--- src/rtl/ir_ctrl_pkg.sv ---
// Shared types and constants for the IR command scheduler.
// Frame fields follow the NEC receiver output layout.
package ir_ctrl_pkg;

  typedef enum logic {
    StIdle = 1'b0,
    StHeld = 1'b1
  } ir_state_e;

  localparam int unsigned ADDR_MSB = 15;
  localparam int unsigned ADDR_LSB = 8;
  localparam int unsigned CMD_MSB  = 7;
  localparam int unsigned CMD_LSB  = 0;

  localparam int unsigned ENTRY_W = 9;

  localparam logic [7:0]  DEF_ADDR_FILTER   = 8'h4D;
  localparam bit          DEF_FILTER_EN     = 1'b1;
  localparam int unsigned DEF_REPEAT_WINDOW = 5_500_000;
  localparam int unsigned DEF_REPEAT_SKIP   = 2;
  localparam int unsigned DEF_FIFO_DEPTH    = 4;

  // Command byte in the upper bits, auto-repeat flag in bit 0.
  typedef struct packed {
    logic [7:0] code;
    logic       is_repeat;
  } cmd_entry_t;

endpackage

--- src/rtl/ir_cmd_fifo.sv ---
// First-word-fall-through queue; pointers carry an extra wrap bit so
// full and empty are told apart without a separate occupancy counter.
module ir_cmd_fifo #(
  parameter int unsigned Depth = 4,
  parameter int unsigned Width = 9
) (
  input  logic             clk,
  input  logic             rst_n,
  input  logic             push,
  input  logic [Width-1:0] wdata,
  input  logic             pop,
  output logic [Width-1:0] rdata,
  output logic             full,
  output logic             empty
);

  localparam int unsigned AW = $clog2(Depth);

  logic [Width-1:0] mem [Depth];
  logic [AW:0]      wr_q;
  logic [AW:0]      rd_q;
  logic             do_push;
  logic             do_pop;

  always_comb begin
    empty   = (wr_q == rd_q);
    full    = (wr_q[AW] != rd_q[AW]) && (wr_q[AW-1:0] == rd_q[AW-1:0]);
    do_pop  = pop & ~empty;
    // A pop frees the head slot in the same cycle, so a full queue still accepts.
    do_push = push & (~full | do_pop);
    rdata   = mem[rd_q[AW-1:0]];
  end

  always_ff @(posedge clk or negedge rst_n) begin
    if (!rst_n) begin
      wr_q <= '0;
      rd_q <= '0;
    end else begin
      if (do_push) wr_q <= wr_q + (AW+1)'(1);
      if (do_pop)  rd_q <= rd_q + (AW+1)'(1);
    end
  end

  always_ff @(posedge clk) begin
    if (do_push) mem[wr_q[AW-1:0]] <= wdata;
  end

endmodule

--- src/rtl/ir_cmd_scheduler.sv ---
// Qualifies NEC frames by address, turns repeat codes into auto-repeat commands
// after a skip count, and queues key events for a valid/ready consumer.
module ir_cmd_scheduler
  import ir_ctrl_pkg::*;
#(
  parameter logic [7:0]  ADDR_FILTER   = DEF_ADDR_FILTER,
  parameter bit          FILTER_EN     = DEF_FILTER_EN,
  parameter int unsigned REPEAT_WINDOW = DEF_REPEAT_WINDOW,
  parameter int unsigned REPEAT_SKIP   = DEF_REPEAT_SKIP,
  parameter int unsigned FIFO_DEPTH    = DEF_FIFO_DEPTH
) (
  input  logic        sys_clk,
  input  logic        sys_rst_n,
  input  logic [19:0] ir_data,
  input  logic        ir_frame_stb,
  input  logic        ir_repeat_en,
  output logic        cmd_valid,
  input  logic        cmd_ready,
  output logic [7:0]  cmd_code,
  output logic        cmd_is_repeat,
  output logic        key_held,
  output logic [7:0]  drop_cnt
);

  localparam int unsigned   CntW    = (REPEAT_WINDOW > 1) ? $clog2(REPEAT_WINDOW) : 1;
  localparam logic [CntW-1:0] CntLoad = CntW'(REPEAT_WINDOW - 1);

  ir_state_e       state_q;
  logic [CntW-1:0] win_cnt_q;
  logic [3:0]      rep_cnt_q;
  logic [7:0]      last_code_q;
  logic            rep_q;
  logic [7:0]      drop_cnt_q;

  logic       addr_ok;
  logic       frame_ok;
  logic       rep_evt;
  logic       skip_done;
  logic       push;
  logic       pop;
  logic       drop;
  logic       full;
  logic       empty;
  cmd_entry_t push_entry;
  cmd_entry_t head;
  logic       unused_bits;

  assign unused_bits = ^ir_data[19:16];

  always_comb begin
    addr_ok   = !FILTER_EN || (ir_data[ADDR_MSB:ADDR_LSB] == ADDR_FILTER);
    frame_ok  = ir_frame_stb & addr_ok;
    rep_evt   = ir_repeat_en & ~rep_q;
    skip_done = 32'(rep_cnt_q) >= REPEAT_SKIP;
    // A frame wins over a coincident repeat edge.
    push      = frame_ok | ((state_q == StHeld) & rep_evt & skip_done);
    if (frame_ok) begin
      push_entry = '{code: ir_data[CMD_MSB:CMD_LSB], is_repeat: 1'b0};
    end else begin
      push_entry = '{code: last_code_q, is_repeat: 1'b1};
    end
    pop  = ~empty & cmd_ready;
    drop = push & full & ~pop;
  end

  always_ff @(posedge sys_clk or negedge sys_rst_n) begin
    if (!sys_rst_n) begin
      state_q     <= StIdle;
      win_cnt_q   <= '0;
      rep_cnt_q   <= '0;
      last_code_q <= '0;
      rep_q       <= 1'b0;
      drop_cnt_q  <= '0;
    end else begin
      rep_q <= ir_repeat_en;
      if (drop && (drop_cnt_q != 8'hFF)) drop_cnt_q <= drop_cnt_q + 8'd1;
      case (state_q)
        StIdle: begin
          if (frame_ok) begin
            last_code_q <= ir_data[CMD_MSB:CMD_LSB];
            win_cnt_q   <= CntLoad;
            rep_cnt_q   <= '0;
            state_q     <= StHeld;
          end
        end
        StHeld: begin
          if (frame_ok) begin
            last_code_q <= ir_data[CMD_MSB:CMD_LSB];
            win_cnt_q   <= CntLoad;
            rep_cnt_q   <= '0;
          end else if (rep_evt) begin
            win_cnt_q <= CntLoad;
            if (!skip_done && (rep_cnt_q != 4'hF)) rep_cnt_q <= rep_cnt_q + 4'd1;
          end else if (win_cnt_q == '0) begin
            state_q <= StIdle;
          end else begin
            win_cnt_q <= win_cnt_q - CntW'(1);
          end
        end
        default: state_q <= StIdle;
      endcase
    end
  end

  ir_cmd_fifo #(
    .Depth (FIFO_DEPTH),
    .Width (ENTRY_W)
  ) u_fifo (
    .clk   (sys_clk),
    .rst_n (sys_rst_n),
    .push  (push),
    .wdata (push_entry),
    .pop   (pop),
    .rdata (head),
    .full  (full),
    .empty (empty)
  );

  // Head fields read as zero while the queue is empty so reset values are defined.
  always_comb begin
    cmd_valid     = ~empty;
    cmd_code      = cmd_valid ? head.code : 8'h00;
    cmd_is_repeat = cmd_valid & head.is_repeat;
    key_held      = (state_q == StHeld);
    drop_cnt      = drop_cnt_q;
  end

endmodule

--- config.mk ---
export PLATFORM = sky130hd
export DESIGN_NAME = ir_cmd_scheduler
export DESIGN_NICKNAME = d
export VERILOG_FILES = /design/src/rtl/ir_ctrl_pkg.sv /design/src/rtl/ir_cmd_fifo.sv /design/src/rtl/ir_cmd_scheduler.sv
export SDC_FILE = /design/constraint.sdc
export NUM_CORES = 1
export LEC_CHECK = 0
export CORE_ASPECT_RATIO = 0.6
export CORE_MARGIN = 3
export CORE_UTILIZATION = 30
export CTS_CLUSTER_SIZE = 14
export DETAILED_ROUTE_END_ITERATION = 8
export DONT_BUFFER_PORTS = 1
export GPL_ROUTABILITY_DRIVEN = 0
export GPL_TIMING_DRIVEN = 0
export HOLD_SLACK_MARGIN = 0.08
export MAX_ROUTING_LAYER = met4
export PLACE_DENSITY_LB_ADDON = 0.05
export SYNTH_ARGS = -nofsm -noshare
export SYNTH_HDL_FRONTEND = slang
export SYNTH_SLANG_ARGS = --single-unit
--- constraint.sdc ---
create_clock -name sys_clk -period 2.15 [get_ports sys_clk]
set_input_delay 0.645 -clock sys_clk [delete_from_list [all_inputs] [get_ports sys_clk]]
set_output_delay 0.645 -clock sys_clk [all_outputs]
set_load 0.03 [all_outputs]
; ---- Word level (Yosys, flattened, before mapping)
; Memory sizes are Yosys's and may differ from the RTL's.
; Cells that the tools add are included.
; Widths: inputs -> output; s select.
[totals]
regBits = 51
ramBits = 36
input_bits = 25
n_memories = 1
[mem_list]
columns = memory, depth, word_bits, rd, rd_ports_with_merged_regs, write_ports, line_no
row1 = u_fifo.mem, 4, 9, 1, 0, 1, ir_cmd_fifo.sv:19  ; logic [Width-1:0] mem [Depth];
[classes]
n_addsub = 5
order_cmp = 1
n_eq_ne = 10
mux = 20
bitwise = 17
n_reduce_logical = 7
[op_table]
columns = op, n
row1 = $mux 23, 4
row2 = $pmux 23 s2, 1
row3 = $logic_not 23->1, 1
row4 = $sub 23x1->23 const B, 1
row5 = $mux 4, 4
row6 = $mux 8, 2
row7 = $and 1x1->1, 10
row8 = $mux 9, 1
row9 = $add 8x1->8 const B, 1
row10 = $eq 8x7->1 const B, 1
row11 = $ne 4x4->1 const B, 2
row12 = $ne 8x8->1 const B, 1
row13 = $pmux 4 s2, 1
row14 = $add 3x1->3 const B, 2
row15 = $mux 1, 6
row16 = $ne 3x1->1 const B, 2
row17 = $not 1->1, 5
row18 = $add 4x1->4 const B, 1
row19 = $ge 4x2->1 const B, 1
row20 = $eq 3x3->1, 1
row21 = $logic_and 1x1->1, 3
row22 = $reduce_and 3->1, 1
row23 = $eq 2x2->1, 1
row24 = $ne 2x2->1 const B, 1
row25 = other kinds (5), 6

; ---- Depth between registers and ports, before layout
[depth]
word_depth = 8
depth_mapped = 7

; ---- Modules after synthesis
; From an unflattened synthesis, not the netlist that was laid out.
[hier_totals]
hier_cells = 339
hier_area_um2 = 4095.2
[by_module_without_submodules]
columns = module, instances, cells_per_inst, area_each_um2
row1 = ir_cmd_scheduler, 1, 249, 2366.0
row2 = ir_cmd_fifo, 1, 90, 1729.2

; ---- Worst setup path after synthesis
; OpenSTA, ideal clock, no wires.
[synth_timing]
kind = input port to flip-flop
startpoint = input port ir_data[13]
endpoint = memory u_fifo.mem[3][0], enable pin
setup_ns = 0.345
arrival_ns = 2.273
t_required_ns = 1.805
path_slack_ns = -0.468
path_stages = 4
path_buffers = 0
path_cell_list = or4b_2 -> nor4_4 -> o21ba_2 -> and2_1
[synth_between]
elab_chain_len = 6
[synth_rtl]
columns = element, line_no
row1 = "start, declared", ir_cmd_scheduler.sv:14  ; input logic [19:0] ir_data,
row2 = $eq 8x7->1, ir_cmd_scheduler.sv:51  ; addr_ok = !FILTER_EN || (ir_data[ADDR_MSB:ADDR_LSB] == ADDR_FILTER);
row3 = $and 1x1->1, ir_cmd_scheduler.sv:52  ; frame_ok = ir_frame_stb & addr_ok;
row4 = $or 1x1->1, ir_cmd_scheduler.sv:56  ; push = frame_ok | ((state_q == StHeld) & rep_evt & skip_done);
row5 = $and 1x1->1, ir_cmd_fifo.sv:30  ; do_push = push & (~full | do_pop);
row6 = $mux 1, ir_cmd_fifo.sv:45  ; if (do_push) mem[wr_q[AW-1:0]] <= wdata;
row7 = $mux 1 (implied by the code), ir_cmd_fifo.sv:45
row8 = "end, declared", ir_cmd_fifo.sv:19
; No other way between the ends.

; ---- Worst setup path in the final report
[layout_timing]
startpoint = register u_fifo.rd_q[0]
endpoint = output port cmd_is_repeat
[layout_between]
elab_chain_len = 3
[layout_rtl]
columns = element, line_no
row1 = "start, declared", ir_cmd_fifo.sv:21  ; logic [AW:0] rd_q;
row2 = "start signal, assigned", ir_cmd_fifo.sv:40  ; if (do_pop) rd_q <= rd_q + (AW+1)'(1);
row3 = "parallel branches: the longest is 2 deep, another holds $mem_v2 4x9", -
row4 = $and 1x1->1 (*), ir_cmd_scheduler.sv:123  ; cmd_is_repeat = cmd_valid & head.is_repeat;
row5 = "end, declared", ir_cmd_scheduler.sv:20  ; output logic cmd_is_repeat,
; Mark *: on every way between the ends.

==> results.yml <==
sta:
  rsz0062_at_grt: "true"
  fmax_mhz: 427
  fin_crit_sh: 1.09
  max_slew_margin: 0.669
  slew_viol_final: 0
  finalSetupViolations: 18
  layout_setup_ws_ns: -0.190
  hold_viol_final: 0
  period_minus_slack_ns: 2.34
  tightest_slew_ns: 0.495
  skew_ns: 0.00550
  tns_ns: -1.91
layout:
  n_antenna_cell: 0
  drive_gt1_frac: 0.378
  area_growth_pct: 28.9
  multi_input_area_um2: 1890
  fillerInstances: 1134
  fin_nets: 378
  post-route-util: 0.408
  final-seq-area_um2: 2360
run_status:
  violations: "setup timing"
  status: "finished with violations"
power:
  vdd_ir_drop_max_mv: 0.565
  finalPower_mw: 5.60
  power_density_nw_per_um2: 1100
  p_leak_nw: 1.98
critical_path:
  path_delay_family: "multiplexers"
  startpoint_type: "flop"
  worstPathMaxFanout: 5
  path_cells: "buf_12 > mux4_2 > nor2b_4"
  required_ns: 1.50
  cp_num_buf_inv: 1
  crit_arrival_ns: 1.69
  slowest_delay_ns: 0.53
  crit_slowest_cell: "mux4_2"
  path_class: "reg2out"
  critPathCaptureType: "output port"
synthesis:
  synth_warnings: 0
  syn_area_per_cell_um2: 12.7
  synth.cell_area_um2: 3940
  ys_dominant_reg_cell: "dfrtp_1"
  synth_edf_count: 36
  synthXorXnorAreaFrac: 0.0444
  ys_types: 45
  synth_compound_area_frac: 0.0787
  synth_nets: 344
  synth.area.top_cells: "dfrtp_1 (32%), edfxtp_1 (27%), mux4_2 (5.1%)"
  ys_ff_latch: 87
  synth_adder_area_share: 0.0286
  yosys.area.top_type: "dfrtp_1"
  seq_area_frac_synth: 0.598
  muxShareOfSynthArea: 0.0571
  synth_top_family_by_area: "simple AND/OR/NAND/NOR gates"
  synthArstFlopShare: 0.586
  synthCells: 310
  synth_top_area_frac: 0.324
  synth-simple-area-share: 0.179
worst_hold_path:
  hold_path.class: "in2async"
placement:
  io_buffers: 0
  dp_hpwl_mm: 5.84
grt:
  grt_pass1_vias: 2484
  grt_usage: 0.138
  grt_start_max_net_pins: 52
  antenna_found_initial: 0
  grt.overflow.total: 0
  grt_pass1_wl_mm: 14.7
die:
  dieArea_um2: 14600
  die_h_um: 94.8
  initial_utilization: 0.317
  die_x_um: 154
  core_um2: 12500
  rows: 31
  io_pins: 44
detailed_routing:
  vias_per_cell: 4.90
  vias: 2521
  wl_per_cell_um: 18.2
  ant_nets: 0
  wl_mm: 9.38
  drc: 0
  drt-initial-drc-count: 118
  dr.pass1.iters: 4
clock_tree:
  clock_latency_ns: 0.34
  cts_tree: "built"
  cts_buffer_depth: 2
  cts_buffers: 9
  cts_sinks: 87
  cts_root_buf: "clkbuf_16"
  clk_pin_slew_worst_paths_ns: 0.06
  htreeDepth: 3
job:
  max-cap-violations: 0
-- timing repair --
action                                 CTS  global route
gates resized for setup                 47            31
cloned                                   5             0
endpoints found under the hold margin   51             0
setup endpoints to repair              118            76
setup buffers                           11             6
hold buffers                             1             0
pin swaps                               18            18
-- Yosys cell counts, types with 2 or more instances --
cell / instances
a21oi_1: 7
a31oi_1: 3
and2_1: 6
and3_1: 2
clkbuf_1: 5
dfrtp_1: 51
edfxtp_1: 36
ha_1: 9
inv_1: 9
mux2_2: 2
mux4_2: 9
nand2_1: 46
nand3_1: 11
nand3b_1: 2
nand4_1: 2
nor2_1: 10
nor2b_1: 10
nor3_1: 12
nor3b_1: 2
nor4_1: 5
o211ai_1: 2
o21ai_0: 5
o21ai_1: 2
o311ai_4: 2
o31ai_1: 7
o31ai_4: 2
or2_2: 2
or3_1: 7
or4_1: 6
or4_2: 2
or4_4: 2
xnor2_1: 10
xor2_1: 10
-- state kept, by name, indices dropped and copies added, names as in the netlist --
name / cells
win_cnt_q: 23
key_held: 1
rep_q: 1
drop_cnt: 8
u_fifo.rd_q: 3
last_code_q: 8
u_fifo.wr_q: 3
u_fifo.mem: 36
rep_cnt_q: 4
-- kinds of logic (layout without fill, tap and decap cells) --
kind of cell               Yosys count  after routing
AOI/OAI and AO/OA                   36             36
xor gates and xnor gates            20             20
adders and majority gates            9              9
buffers and inverters               15             50
DFF                                 87             87
muxes                               11             11
and+or+nand+nor                    132            136
-- final timing paths --
path	from	end	slack (ns)	cells after the start
min in group sys_clk	ir_repeat_en	rep_q$_DFF_PN0_	0.34	0
min	sys_rst_n	drop_cnt[5]$_DFFE_PN0P_	0.17	1
max in group asynchronous	sys_rst_n	key_held$_DFF_PN0_	1.71	1
min reg2reg	last_code_q[3]$_DFFE_PN0P_	last_code_q[3]$_DFFE_PN0P_	0.51	2
max reg2reg	win_cnt_q[0]$_DFFE_PN0P_	win_cnt_q[9]$_DFFE_PN0P_	-0.10	7
max	u_fifo.rd_q[0]$_DFFE_PN0P_	cmd_is_repeat	-0.19	3
-- cell type report --
| type | count | share of cell area |
|---|---|---|
| inverter | 9 | 0.00665 |
| clock buffer | 10 | 0.0451 |
| timing repair buffer | 19 | 0.0426 |
| tap | 165 | 0.0406 |
| multi-input combinational | 212 | 0.373 |
| clock inverter | 6 | 0.0167 |
| sequential | 87 | 0.465 |
| buffer | 6 | 0.0111 |
-- per-layer routing --
metal	vias to the layer above	global-route usage	wire [µm]
li1	1219	-	-
met1	1249	0.220	5410
met2	44	0.167	3530
met3	9	0.0371	337
met4	0	0.0331	98
met5	-	-	0
-- placed cells by master (no fill, tap or decap), drive strengths merged, types with 3 or more instances in the layout --
cell    instances
clkbuf         16
nand3          11
o311ai          3
xor2           10
or3             8
or4            10
inv             9
ha              9
nand2          46
a21oi           7
nor3           12
edfxtp         36
xnor2          10
nor4            6
buf            19
clkinv          3
and2           10
mux4            9
nor2b          10
o21ai           7
o31ai           9
nor2           10
dfrtp          51
a31oi           3
-- report_power, final --
part	internal [mW]	switching, mW	total, mW
combinational	0.806	0.985	1.79
sequential	1.92	0.233	2.15
clock	1.01	0.646	1.66
-- stage by stage --
step | cell area (µm²) | worst slack (ns) | std cells | hold WS [ns]
floorplan | 4020 | -0.180 | 310 | 0.349
global placement | 4230 | -0.612 | 475 | 0.351
detailed placement | 4230 | -0.589 | 475 | 0.351
CTS | 4900 | -0.213 | 508 | 0.178
global route | 5080 | -0.243 | 514 | 0.177
finish | 5080 | -0.190 | 514 | 0.167
(Power assumes the default switching activity.)
